<file path="src/rtl/inst_fetch.sv">
// Instruction fetch stage: owns the PC, registers ROM data and hands {instruction, PC}
// to decode over valid/ready, with branch redirect, start and halt handling.
module inst_fetch #(
    parameter int unsigned    IW         = 10,
    parameter int unsigned    DW         = 9,
    parameter logic [DW-1:0]  HALT_OP    = 9'b111111111,
    parameter logic [IW-1:0]  START_ADDR = '0
) (
    input  logic          Clk,
    input  logic          Reset,
    input  logic          Start,
    output logic [IW-1:0] InstAddress,
    input  logic [DW-1:0] InstIn,
    output logic [DW-1:0] InstOut,
    output logic [IW-1:0] PCOut,
    output logic          Valid,
    input  logic          Ready,
    input  logic          BranchEn,
    input  logic          BranchRel,
    input  logic [IW-1:0] BranchBase,
    input  logic [IW-1:0] Target,
    output logic          Done
);

    typedef enum logic [1:0] {StIdle, StRun, StDrain, StHalt} state_e;

    localparam logic [IW-1:0] PcOne = 1;

    state_e        state_q, state_d;
    logic [IW-1:0] pc_q, pc_d;
    logic [DW-1:0] inst_q, inst_d;
    logic [IW-1:0] pc_out_q, pc_out_d;
    logic          valid_q, valid_d;
    logic          done_q, done_d;
    logic          adv;
    logic [IW-1:0] branch_target;

    assign adv           = !valid_q || Ready;
    // Sum wraps modulo 2**IW; a negative offset is plain two's complement.
    assign branch_target = BranchRel ? (BranchBase + Target) : Target;

    always_comb begin
        state_d  = state_q;
        pc_d     = pc_q;
        inst_d   = inst_q;
        pc_out_d = pc_out_q;
        valid_d  = valid_q;
        done_d   = done_q;
        unique case (state_q)
            StIdle, StHalt: begin
                if (Start) begin
                    pc_d    = START_ADDR;
                    done_d  = 1'b0;
                    state_d = StRun;
                end
            end
            StRun: begin
                if (BranchEn) begin
                    pc_d    = branch_target;
                    valid_d = 1'b0;
                end else if (adv) begin
                    inst_d   = InstIn;
                    pc_out_d = pc_q;
                    valid_d  = 1'b1;
                    if (InstIn == HALT_OP) begin
                        state_d = StDrain;
                    end else begin
                        pc_d = pc_q + PcOne;
                    end
                end
            end
            StDrain: begin
                if (BranchEn) begin
                    pc_d    = branch_target;
                    valid_d = 1'b0;
                    state_d = StRun;
                end else if (valid_q && Ready) begin
                    valid_d = 1'b0;
                    done_d  = 1'b1;
                    state_d = StHalt;
                end
            end
            default: state_d = StIdle;
        endcase
    end

    always_ff @(posedge Clk or negedge Reset) begin
        if (!Reset) begin
            state_q  <= StIdle;
            pc_q     <= START_ADDR;
            inst_q   <= '0;
            pc_out_q <= '0;
            valid_q  <= 1'b0;
            done_q   <= 1'b0;
        end else begin
            state_q  <= state_d;
            pc_q     <= pc_d;
            inst_q   <= inst_d;
            pc_out_q <= pc_out_d;
            valid_q  <= valid_d;
            done_q   <= done_d;
        end
    end

    assign InstAddress = pc_q;
    assign InstOut     = inst_q;
    assign PCOut       = pc_out_q;
    assign Valid       = valid_q;
    assign Done        = done_q;

endmodule

</file>
<file path="config.mk">
export PLATFORM = sky130hd
export DESIGN_NAME = inst_fetch
export DESIGN_NICKNAME = d
export VERILOG_FILES = /design/src/rtl/inst_fetch.sv
export SDC_FILE = /design/constraint.sdc
export NUM_CORES = 1
export LEC_CHECK = 0
export CAP_MARGIN = 40
export CORE_MARGIN = 1.5
export CORE_UTILIZATION = 50
export DETAILED_ROUTE_END_ITERATION = 12
export PLACE_DENSITY_LB_ADDON = 0.08
export SKIP_CTS_REPAIR_TIMING = 1
export SLEW_MARGIN = 10
export SYNTH_ARGS = -nofsm -noshare
export SYNTH_HDL_FRONTEND = slang
export SYNTH_SLANG_ARGS = --single-unit
</file>
<file path="constraint.sdc">
create_clock -name Clk -period 3.3 [get_ports Clk]
set_input_delay 0.66 -clock Clk [delete_from_list [all_inputs] [get_ports Clk]]
set_output_delay 0.66 -clock Clk [all_outputs]
set_load 0.01 [all_outputs]
</file>
# Word level (Yosys, flattened, before mapping)
# Cells that the tools add are included.
# classes
shift,0
reduce_logical,12
magnitude_cmp,0
n_div,0
n_mul,0
n_bitwise,1
add_sub_neg,2
eq_ne,14
mux,23
# op_table
cell,count
two-way mux 10 bit,6
case mux 10 bit (3 select lines),1
!= test 2 bit (second input constant),7
two-way mux 2 bit,6
adder 10 x 1 -> 10 bit (second input constant),1
adder 10 bit,1
== test 9 bit (second input constant),1
!= test 3 bit (second input constant),3
AND reduction 4 bit,2
two-way mux 1 bit,7
case mux 2 bit (3 select lines),1
AND reduction 3 bit,2
AND reduction 5 bit,1
== test 2 bit (second input constant),2
case mux 1 bit (2 select lines),2
nonzero test 2 bit,2
== test 2 x 1 -> 1 bit (second input constant),1
logical NOT 2 bit,1
OR reduction 2 bit,1
logical AND 1 bit,1
logical NOT 1 bit,1
logical OR 1 bit,1
inverter 1 bit,1
# totals
word_cells,58
rom_bits,0
latchBits,0
output_inout_bits,31
n_memories,0
mem_bits_rw,0
regBits,33

# Logic depth before layout (Yosys ltp)
# depth
word_depth,5
mapped_depth,10
depth_no_buf,9

# Worst setup path after synthesis
# Ideal clock, no wire load.
# synth_timing
path_type,input to register
startpoint,in BranchBase[0]
endpoint,"reg pc_q[8], in the netlist InstAddress[8]"
required_time_ns,3.171
path_stages,9
setup_time_ns,0.129
setup_slack_ns,1.034
arrival_ns,2.137
cell_sequence,ha_1 > inv_1 > fa_1 > nor2b_1 > o31a_1 > o221ai_1 > mux2i_1 > a221oi_1 > o21ai_0
# synth_via
elab_chain_cells,4
# synth_lines
element,line_no,source
start: declaration,20,"input logic [IW-1:0] BranchBase,"
adder 10 bit *,40,assign branch_target = BranchRel ? (BranchBase + Target) : Target;
two-way mux 10 bit *,40,
"two-way mux 10 bit, on equally long branches","73, 58",
case mux 10 bit (3 select lines) *,49,unique case (state_q)
end signal: assignment,97,pc_q <= pc_d;
end: declaration,30,"logic [IW-1:0] pc_q, pc_d;"
# Mark *: on every way between the ends. The rest lies on a longest branch, timed or not. The select of a mux whose other input is x is not followed.
# A chain may end at the register's enable or synchronous reset.

# Worst setup path in the final report
# layout_timing
startpoint,in Target[0]
endpoint,"reg pc_q[8], in the netlist InstAddress[8]"
# layout_via
elab_chain_cells,4
# layout_lines
element,line_no,source
start: declaration,21,"input logic [IW-1:0] Target,"
adder 10 bit *,40,
two-way mux 10 bit *,40,
"two-way mux 10 bit, on equally long branches","73, 58",
case mux 10 bit (3 select lines) *,49,
# Marked as above.

==> results_dict.tcl <==
set metrics [dict create \
    period_needed_ps 2700 \
    ir_drop_mv 0.351 \
    root_buffer "clkbuf_8" \
    worstReg2RegEnd "InstAddress[9]" \
    place.gp.congestion 0.837 \
    ios 66 \
    critical_path.cell_chain "clkdlybuf4s50_1 > ha_1 > inv_1 > fa_1 > nor2b_1 > o31a_1 > o221ai_1 > mux2i_1 > a221oi_1 > o21ai_0" \
    ys_top_cells_by_area "dfrtp_1 (39%), mux2_2 (10%), ha_1 (7.7%)" \
    reg2reg_depth 7 \
    arrival_ps 2860 \
    synth_adder_area_share 0.0865 \
    slowest_delay_ps 490 \
    grt_max_degree 34 \
    syn_inst 209 \
    crit_required_ps 3450 \
    r2r_slack_ps 890 \
    antenna_found_initial 0 \
    drt-total-wl_um 4830 \
    synth-edff-count 0 \
    worst_pin_slew_ps 855 \
    cp_slowest_cell "clkdlybuf4s50_1" \
    final_common_cell "clkdlybuf4s50_1" \
    syn_nets 258 \
    dieArea_mm2 0.00462 \
    grt_util_all_layers 0.222 \
    worst_skew_pair.late_latency_ps 280 \
    power_density_mw_per_mm2 697 \
    hold_viol 0 \
    io_buffer_count 65 \
    drive_gt1_frac 0.114 \
    n_antenna_cell 0 \
    yosys.area.top_type "dfrtp_1" \
    worst_clock_skew_ps 5.88 \
    async_reset_ff_frac 1.00 \
    fin_total_pwr_w 0.00202 \
    overflow 0 \
    clk_pin_slew_worst_paths_ps 70 \
    ys_warn_count 0 \
    synth_ff_type "dfrtp_1" \
    fp.dieW_um 68.0 \
    avgViaCountPerCell 5.71 \
    synthDistinctLibCells 48 \
    relSlewSlack 0.426 \
    cp_max_fo 3 \
    rows 23 \
    synthSimpleGateAreaFrac 0.143 \
    numCtsBuffers 5 \
    setup_tns_ps 0 \
    synth_compound_area_frac 0.200 \
    ys_ff_latch 33 \
    setup_violations 0 \
    layout_common_cells "clkdlybuf4s50_1 (65), dfrtp_1 (33), mux2_2 (19), o21ai_0 (18), ha_1 (13)" \
    clock_path_buffers 2 \
    crit_start "Target[0]" \
    final.period_utilization 0.818 \
    outcome "completed" \
    synth_top_area_share 0.391 \
    drt_iter0_markers 67 \
    post-dp-hpwl_um 3780 \
    layout.nets 328 \
    maxCapViolCount 0 \
    p_leak_nw 1.26 \
    rsz0062_at_grt "false" \
    fmax_ghz 0.370 \
    report.final.slew_viol_count 0 \
    grt_first_pass_wirelength_um 7650 \
    area_growth_pct 37.2 \
    drc_errors 0 \
    netlist_area_mm2 0.00211 \
    hold_class "flop to flop" \
    htree_levels 2 \
    avgSynthCellArea_um2 10.1 \
    start_kind "input port" \
    grt_pass1_vias 1711 \
    crit_path_end "InstAddress[8]" \
    r2r_start "state_q[1]" \
    core_area_mm2 0.00403 \
    synth_mux_area_frac 0.125 \
    worst_setup_path_end_kind "flop" \
    ys_seq_area_frac 0.391 \
    dr.pass1.iters 4 \
    wl_per_cell_um 14.6 \
    clock-sinks 33 \
    die_h_um 68.0 \
    cts_tree "yes" \
    synth_top_family_by_area "compound AO/OA/AOI/OAI gates" \
    worstSetupPathType "input port to flop" \
    start_util 0.524 \
    synth_xor_xnor_area_share 0.0249 \
    postRouteAntennaNets 0 \
    vias 1884 \
]
-- cells in the mapped netlist, drive strengths merged, types with 3 or more instances --
library cell and instances:
nand2b 7, and3 4, a31oi 3, nand3 6, a221oi 3, o21ai 19
nor2b 5, xnor2 4, ha 13, a211oi 4, nor4 3, a21oi 11
mux2 19, nand2 9, o21a 3, nor2 10, nand4 3, a21o 6
dfrtp 33, inv 10, mux2i 5
-- cell type report --
class / instances / area [um^2]
multi-input combinational: 162 / 1220
fill: 328 / 1130
sequential: 33 / 826
timing repair buffer: 67 / 666
clock buffer: 6 / 72.6
tap: 50 / 62.6
inverter: 10 / 37.5
clock inverter: 2 / 10.0
-- per-layer routing --
layer / global-route usage / vias to the layer above / part of all wire
met1: 0.297 / 875 / 0.47
met2: 0.347 / 73 / 0.45
met4: 0.0925 / 0 / 0.018
met3: 0.0493 / 6 / 0.068
met5: 0 / - / 0
li1: - / 930 / -
-- power by group --
group	total [W]	switching [W]	internal [W]
logic	0.00102	0.000468	0.000552
registers	0.000709	0.000142	0.000567
clock network	0.000291	0.000145	0.000146
total	0.00202	0.000755	0.00126
-- cell families after synthesis --
logic type / after synthesis
adder cells (fa/ha/maj): 14
flip-flops: 33
AO/OA/AOI/OAI: 63
AND/OR/NAND/NOR: 55
buffers and inverters: 14
multiplexers: 24
XOR/XNOR: 6
-- per-stage QoR --
| step | hold WS (ps) | setup slack [ps] | cells | cell area [um^2] | util |
|---|---|---|---|---|---|
| floorplan | 364 | 1030 | 209 | 2110 | - |
| global placement | 487 | 442 | 322 | 2810 | 0.698 |
| detailed placement | 494 | 340 | 322 | 2810 | 0.698 |
| CTS | 510 | 628 | 330 | 2900 | 0.719 |
| global route | 525 | 481 | 330 | 2900 | 0.719 |
| finish | 506 | 599 | 330 | 2900 | 0.719 |
-- critical path, delay by kind of cell --
kind	cells	cell delay (ps)
buf+inv	2	550
compound gates	4	720
mux	1	150
simple gates	1	170
fa+ha+maj	2	610
-- worst min-delay path by stage --
stage               slack (ps)          to  cells after the start       start
floorplan                  360        Done                      0       Reset
global placement           490    PCOut[9]                      1    PCOut[9]
detailed placement         490  InstOut[4]                      1  InstOut[4]
CTS                        510  InstOut[4]                      1  InstOut[4]
global route               520  InstOut[6]                      1  InstOut[6]
finish                     510  InstOut[6]                      1  InstOut[6]
-- state kept, by name, summed over array words and instances (netlist names) --
| register | flops |
|---|---|
| Valid | 1 |
| PCOut | 10 |
| InstOut | 9 |
| state_q | 2 |
| Done | 1 |
| InstAddress | 10 |
No activity file was read; power rests on OpenSTA's default activity.
